## src/rtl/bias_stream_ctrl.sv

```systemverilog
// rtl/bias_stream_ctrl.sv - bias ROM sweep sequencer feeding an ap_fifo through a 2-entry skid buffer
// Optional feature macro: BIAS_STREAM_CTRL_STALL_CNT_EN (adds stall_cycles output)
module bias_stream_ctrl #(
  parameter int MEM_SIZE   = 16,
  parameter int DATA_WIDTH = 16,
  parameter int NUM_PASSES = 1
) (
  input  logic                        ap_clk,
  input  logic                        ap_rst_n,
  input  logic                        ap_start,
  output logic                        ap_idle,
  output logic                        ap_done,
  output logic [$clog2(MEM_SIZE)-1:0] bias_address,
  output logic                        bias_ce,
  input  logic [DATA_WIDTH-1:0]       bias_q,
  output logic [DATA_WIDTH-1:0]       output_V_din,
  input  logic                        output_V_full_n,
  output logic                        output_V_write
`ifdef BIAS_STREAM_CTRL_STALL_CNT_EN
  ,
  output logic [31:0]                 stall_cycles
`endif
);

  localparam int AW = $clog2(MEM_SIZE);
  localparam int PW = (NUM_PASSES > 1) ? $clog2(NUM_PASSES) : 1;

  typedef enum logic [1:0] {S_IDLE, S_RUN, S_DRAIN, S_DONE} state_t;

  state_t                r_state;
  logic [AW-1:0]         r_rd_addr;
  logic [PW-1:0]         r_pass_cnt;
  logic                  r_inflight;
  logic [1:0]            r_occ;
  logic [DATA_WIDTH-1:0] r_buf0;
  logic [DATA_WIDTH-1:0] r_buf1;

  logic                  w_pop;
  logic                  w_push;
  logic [2:0]            w_load;
  logic                  w_issue;
  logic [1:0]            w_occ_next;
  logic                  w_last_addr;
  logic                  w_last_pass;

  // A word leaves whenever the head is valid and the FIFO has room; the
  // ROM word read last cycle always lands in the buffer this cycle.
  assign w_pop       = (r_occ != 2'd0) && output_V_full_n;
  assign w_push      = r_inflight;
  // Slots committed after this cycle's pop; issuing only below 2 means a
  // returning ROM word always finds a free entry, whatever full_n does.
  assign w_load      = {1'b0, r_occ} + {2'b00, r_inflight} - {2'b00, w_pop};
  assign w_issue     = (r_state == S_RUN) && (w_load < 3'd2);
  assign w_occ_next  = r_occ + {1'b0, w_push} - {1'b0, w_pop};
  assign w_last_addr = (r_rd_addr == AW'(MEM_SIZE - 1));
  assign w_last_pass = (r_pass_cnt == PW'(NUM_PASSES - 1));

  assign ap_idle        = (r_state == S_IDLE);
  assign ap_done        = (r_state == S_DONE);
  assign bias_ce        = w_issue;
  assign bias_address   = r_rd_addr;
  assign output_V_write = w_pop;
  assign output_V_din   = r_buf0;

  // Control FSM: address/pass sequencing and drain-to-done detection
  always_ff @(posedge ap_clk or negedge ap_rst_n) begin
    if (!ap_rst_n) begin
      r_state    <= S_IDLE;
      r_rd_addr  <= '0;
      r_pass_cnt <= '0;
    end else begin
      case (r_state)
        S_IDLE: begin
          if (ap_start) begin
            r_state    <= S_RUN;
            r_rd_addr  <= '0;
            r_pass_cnt <= '0;
          end
        end
        S_RUN: begin
          if (w_issue) begin
            if (w_last_addr) begin
              r_rd_addr <= '0;
              if (w_last_pass) r_state <= S_DRAIN;
              else             r_pass_cnt <= r_pass_cnt + PW'(1);
            end else begin
              r_rd_addr <= r_rd_addr + AW'(1);
            end
          end
        end
        S_DRAIN: begin
          if (!r_inflight && (w_occ_next == 2'd0)) r_state <= S_DONE;
        end
        S_DONE:  r_state <= S_IDLE;
        default: r_state <= S_IDLE;
      endcase
    end
  end

  // Tracks the read issued last cycle, whose data arrives this cycle
  always_ff @(posedge ap_clk or negedge ap_rst_n) begin
    if (!ap_rst_n) r_inflight <= 1'b0;
    else           r_inflight <= w_issue;
  end

  // Two-entry skid buffer; buf0 is the head and keeps the last popped word when empty
  always_ff @(posedge ap_clk or negedge ap_rst_n) begin
    if (!ap_rst_n) begin
      r_occ  <= 2'd0;
      r_buf0 <= '0;
      r_buf1 <= '0;
    end else begin
      r_occ <= w_occ_next;
      case ({w_push, w_pop})
        2'b10: begin
          if (r_occ == 2'd0) r_buf0 <= bias_q;
          else               r_buf1 <= bias_q;
        end
        2'b01: begin
          if (r_occ == 2'd2) r_buf0 <= r_buf1;
        end
        2'b11: begin
          if (r_occ == 2'd1) begin
            r_buf0 <= bias_q;
          end else begin
            r_buf0 <= r_buf1;
            r_buf1 <= bias_q;
          end
        end
        default: ;
      endcase
    end
  end

`ifdef BIAS_STREAM_CTRL_STALL_CNT_EN
  logic [31:0] r_stall_cnt;

  assign stall_cycles = r_stall_cnt;

  // Saturating count of cycles where a ready word is blocked by a full FIFO
  always_ff @(posedge ap_clk or negedge ap_rst_n) begin
    if (!ap_rst_n) begin
      r_stall_cnt <= '0;
    end else if ((r_state == S_IDLE) && ap_start) begin
      r_stall_cnt <= '0;
    end else if (((r_state == S_RUN) || (r_state == S_DRAIN)) &&
                 (r_occ != 2'd0) && !output_V_full_n &&
                 (r_stall_cnt != 32'hFFFF_FFFF)) begin
      r_stall_cnt <= r_stall_cnt + 32'd1;
    end
  end
`endif

endmodule

```

## config.mk

```make
export PLATFORM = sky130hd
export DESIGN_NAME = bias_stream_ctrl
export DESIGN_NICKNAME = d
export VERILOG_FILES = /design/src/rtl/bias_stream_ctrl.sv
export SDC_FILE = /design/constraint.sdc
export NUM_CORES = 1
export LEC_CHECK = 0
export BUFFER_PORTS_ARGS = -buffer_cell sky130_fd_sc_hd__buf_2
export CORE_AREA = 2 2 93 95
export DETAILED_ROUTE_END_ITERATION = 10
export DIE_AREA = 0 0 95 97
export GPL_ROUTABILITY_DRIVEN = 0
export GPL_TIMING_DRIVEN = 0
export SYNTH_ARGS = -nofsm -noshare
export SYNTH_HDL_FRONTEND = slang
export SYNTH_SLANG_ARGS = --single-unit
```

## constraint.sdc

```tcl
create_clock -name ap_clk -period 6.6 [get_ports ap_clk]
set_input_delay 0 -clock ap_clk [delete_from_list [all_inputs] [get_ports ap_clk]]
set_output_delay 0 -clock ap_clk [all_outputs]
set_load 0.005 [all_outputs]
```

Word-level counts from Yosys, hierarchy flattened
Cells that the tools add are included.
- reduce and logical (&&, ||, !) cells: 16
- magnitude comparators: 1
- add/sub/neg operators: 6
- multiplexer cells: 22
- equal/unequal tests: 18
- operators by type and width (kind ; number):
    $mux W16 ; 5
    $pmux W16 S3 ; 1
    $pmux W16 S2 ; 1
    $ne A2 B2 Y1 const B ; 9
    $mux W4 ; 3
    $eq A2 B2 Y1 const B ; 5
    $mux W2 ; 5
    $reduce_and A3 Y1 ; 3
    $pmux W2 S4 ; 1
    $pmux W4 S2 ; 1
    $eq A2 B1 Y1 const B ; 3
    $logic_not A2 Y1 ; 3
    $reduce_bool A2 Y1 ; 3
    $reduce_and A5 Y1 ; 1
    $add A4 B1 Y4 const B ; 1
    $eq A4 B4 Y1 const B ; 1
    $mux W1 ; 4
    $reduce_and A4 Y1 ; 1
    $add A2 B1 Y3 ; 1
    $logic_and A1 B1 Y1 ; 3
    $lt A3 B2 Y1 const B ; 1
    $reduce_bool A3 Y1 ; 1
    $sub A3 B1 Y3 ; 1
    $add A2 B1 Y2 ; 1
    4 further kinds ; 4
- output and inout bits: 24
- flip-flop bits (word level): 42

Longest topological paths before layout
- depth in word-level cells: 7
- depth in mapped cells: 10
- mapped depth without buffers: 9

Worst setup path before layout
Ideal clock, no wire load.
- path type: reg-to-reg
- from: reg r_occ[1]
- to: reg r_rd_addr[0], in the netlist bias_address[0]
- setup slack: 4.198 ns
- setup time: 0.125 ns
- cell stages (with the launch flop): 11
- path buffers: 1
- arrival: 2.277 ns
- period minus slack after synthesis: 2.402 ns
- path through: dfrtp_1 clkbuf_8 o21a_1 nand2_1 o21ai_0 ha_1 fa_1 xnor2_1 o21ai_2 o211ai_1 mux2_2
- cells in the longest elaborated chain, start to end: 7
- elaborated cells on any way between the ends: 8
- those cells by class: add/sub: 2; order compare: 1; eq/ne: 1; reduce/logical: 4
- ends and longest elaborated chain (element ; line ; RTL):
    from (decl) ; 34 ; logic [1:0] r_occ;
    from (signal assigned) ; 113 ; r_occ <= w_occ_next;
    $reduce_bool A2 Y1 ; 48 ; assign w_pop = (r_occ != 2'd0) && output_V_full_n;
    $logic_and A1 B1 Y1 ; 48 ;
    via output_V_write ; 18 ; output logic output_V_write
    $sub A3 B1 Y3 ; 52 ; assign w_load = {1'b0, r_occ} + {2'b00, r_inflight} - {2'b00, w_pop};
    $lt A3 B2 Y1 ; 53 ; assign w_issue = (r_state == S_RUN) && (w_load < 3'd2);
    $logic_and A1 B1 Y1 ; 53 ;
    $ne A2 B2 Y1 (no line) ; - ;
    $reduce_and A3 Y1 (no line) ; - ;
    to (signal assigned) ; 87 ; r_rd_addr <= r_rd_addr + AW'(1);
    to (decl) ; 31 ; logic [AW-1:0] r_rd_addr;
The timed path passes the listed nets, and every way through them passes these cells.
A chain may end at the register's enable or synchronous reset.

Worst setup path after layout
- from: reg r_occ[1]
- to: reg r_rd_addr[0], in the netlist bias_address[0]
- cells in the longest elaborated chain, start to end: 7
- elaborated cells on any way between the ends: 8
- those cells by class: add/sub: 2; order compare: 1; eq/ne: 1; reduce/logical: 4
- ends and longest elaborated chain (element ; line):
    parallel branches: the longest is 2 deep, another holds $add A2 B1 Y3 ; -
    $sub A3 B1 Y3 * ; 52
    $lt A3 B2 Y1 * ; 53
    $logic_and A1 B1 Y1 * ; 53
    $ne A2 B2 Y1 (no line) * ; -
    $reduce_and A3 Y1 (no line) * ; -
Every way passes the cells marked *.

==> run_results.csv <==
group,metric,value,unit
timing,setup_tns,0,ns
timing,drv_slew,0,
floorplanning,initial_core_util,24.87,%
setup_path,worstPathCellList,"clkbuf_8 -> o21a_1 -> nand2_1 -> o21ai_0 -> ha_1 -> fa_1 -> xnor2_1 -> o21ai_2 -> o211ai_1 -> mux2_2",
final_layout,layout-drive-gt1-share,52.13,%
timing,relSlewSlack,35.77,%
synth,synth_area_leaders,"dfrtp_1 51%, mux2_2 26%, ha_1 3.7%, mux2_4 1.5%, nor2b_4 1.4%",
drt,drt-initial-drc-count,45,
power,irDropWorstVdd,0.0001021,V
synth,yosysTopAreaCellShare,50.71,%
global_routing,grtUsageMet1,12.94,%
drt,viasPerCell,4.427,
global_routing,top_usage_layer,"met2",
placed_design,dp_hpwl,2897,µm
clock_tree,clk_pin_slew,0.08,ns
power,leakage,1.211,nW
placed_design,place_area,2365,µm²
synth,synth-edff-count,0,
global_routing,grt_util_met3,3.271,%
global_routing,grt_max_degree,42,
synth,ys_async_sr_fraction,100.0,%
job,cap_violations,0,
timing,rsz0062_at_grt,"false",
synth,yosys_warnings,0,
final_layout,syn2layout_area_growth,30.30,%
synth,synth.net_count,171,
status,status,"complete, no violations",
clock_tree,cts_tree,"built",
floorplanning,die_h,97,µm
setup_path,critPathKind,"flip-flop to flip-flop",
clock_tree,cts_sinks,41,
timing,hold_violations,0,
synth,syn_area,2023,µm²
setup_path,crit_slowest_cell,"mux2_2",
setup_path,worst-path-buf-inv,1,
synth,synth_most_common_cell,"mux2_2",
global_routing,antenna_found_initial,0,
placed_design,portBuffers,42,
drt,ant_nets,0,
clock_tree,cts_buffer_depth,2,
global_routing,grt_use_total,10.11,%
timing,fmax,392.3,MHz
setup_path,startpoint_type,"flip-flop",
setup_path,cp.arrival,2.73,ns
clock_tree,cts_setup_buffers,0,
timing,skew,0.007143,ns
synth,synth.avg_cell_area,14.05,µm²
global_routing,met2_usage,15.66,%
clock_tree,numCtsBuffers,5,
floorplanning,core,8134,µm²
drt,wl_per_cell,13.35,µm
synth,synth_flop_cell,"dfrtp_1",
drt,postRouteWirelength,4220,µm
floorplanning,die_area,9215,µm²
setup_path,cpPeakStageDelay,0.38,ns
global_routing,grt_pass1_wl,7155,µm
clock_tree,ctsResizeCount,0,
synth,synth.largest_area_cell,"dfrtp_1",
drt,drc,0,
final_layout,fillCellCount,823,
setup_path,crit_family,"compound AO/OA/AOI/OAI gates",
final_layout,antenna_cells,0,
synth,ys_ff_latch,41,
hold_path,min_path_type,"primary input to flip-flop",
clock_tree,h-tree-depth,2,
global_routing,overflow,0,
drt,vias,1399,
synth,synth_cell_types,35,
final_layout,final_area,2636,µm²
synth,ys_seq_area_share,50.71,%
synth,syn_inst,144,
floorplanning,pin_count,44,
floorplanning,fp-row-count,33,
clock_tree,cts-root-buf,"clkbuf_8",
timing,tightest_slew,0.9635,ns
clock_tree,clock_latency,0.29,ns
floorplanning,die_width,95,µm
setup_path,endpoint_kind,"flip-flop",
final_layout,fin_nets,237,
power,powerDensity,452.8,nW/µm²
synth,synthTopCellsByCount,"46 x mux2_2, 41 x dfrtp_1, 6 x ha_1, 4 x inv_1, 4 x nand2_1",
setup_path,cp_max_fo,9,
drt,first_pass_iters,4,
timing,fin_crit,2.549,ns
timing,setup_viol,0,
setup_path,critPathRequiredTime,6.78,ns
global_routing,grt_pass1_vias,1483,
timing,post-route-period-util,38.62,%
==> metrics by stage <==
stage	utilization (%)	setup WS, ns	total power [W]	hold WS [ns]	instances
3_5_place_dp	29.07	4.056	0.001023	0.2231	291
3_3_place_gp	29.07	4.071	0.001006	0.2146	291
5_1_grt	32.41	3.863	0.001309	0.09158	316
2_1_floorplan	-	4.198	0.0008556	-0.2956	144
4_1_cts	32.41	4.032	0.001218	0.08626	316
6_report	32.41	4.051	0.001194	0.09501	316
==> sequential cells by signal, indices dropped and copies added, names as in the netlist <==
register and cells:
bias_address 4, r_occ 2, r_buf1 16, r_inflight 1, output_V_din 16, r_state 2
==> cells in the final DEF, fill, tap and decap left out, drive strengths merged, types with 4 or more instances in the layout <==
master	instances
dfrtp	41
clkbuf	8
inv	4
nand2	4
mux2	48
dlygate4sd3	17
ha	6
buf	46
o21ai	5
==> report_power, final <==
| group | switching [W] | internal [W] | leakage [nW] | total [W] |
|---|---|---|---|---|
| Combinational | 0.000235 | 0.000320 | 0.662 | 0.000554 |
| Clock | 0.0000883 | 0.0000946 | 0.0542 | 0.000183 |
| Sequential | 0.0000763 | 0.000380 | 0.495 | 0.000456 |
==> layout make-up <==
type,count,area [µm²],area share (%)
flip-flops and latches,41,1026,38.92
inverters,4,15.01,0.5695
repair buffers,59,380.4,14.43
clock inverters,1,5.005,0.1898
multi-input cells,94,933.4,35.41
plain buffers,5,48.80,1.851
clock buffers,7,96.34,3.654
well taps,105,131.4,4.983
==> worst register-to-register path: stages (launching register included) <==
cell	delay [ns]
dfrtp_1	0.37
clkbuf_8	0.17
o21a_1	0.19
nand2_1	0.10
o21ai_0	0.09
ha_1	0.20
fa_1	0.37
xnor2_1	0.26
o21ai_2	0.10
o211ai_1	0.20
mux2_2	0.38
==> logic make-up (layout without fill, tap and decap cells) <==
kind of cell | Yosys count | after routing | synth area share [%]
AOI/OAI and AO/OA | 17 | 17 | 6.989
xor gates and xnor gates | 1 | 1 | 0.4330
adders and majority gates | 7 | 7 | 4.700
buffers and inverters | 9 | 76 | 3.153
DFF | 41 | 41 | 50.71
muxes | 50 | 50 | 28.08
and+or+nand+nor | 19 | 19 | 5.937
==> routing by layer <==
metal  share of wire [%]  routed length (µm)
met5                   0                   0
met4                 1.8                  76
met3                 5.3                 224
met2                  48                2016
met1                  45                1901
==> final timing paths <==
| kind | startpoint | slack (ns) | cells past startpoint | endpoint |
|---|---|---|---|---|
| hold reg to reg | output_V_din[2] | 0.50 | 1 | output_V_din[2] |
| hold / removal | output_V_full_n | 0.1 | 3 | output_V_din[12] |
| min in group asynchronous | ap_rst_n | 0.39 | 2 | bias_address[1] |
| max in group asynchronous | ap_rst_n | 5.60 | 2 | r_buf1[7] |
| setup reg to reg | r_occ[1] | 4.05 | 10 | bias_address[0] |
| setup / recovery | r_occ[1] | 4.05 | 10 | bias_address[0] |
==> what timing repair did <==
action | 4_1_cts | 5_1_grt
endpoints found under the hold margin | 57 | 0
setup endpoints to repair | 0 | 0
hold buffers | 17 | 0
Note: power is estimated with default switching activity, not from simulation.
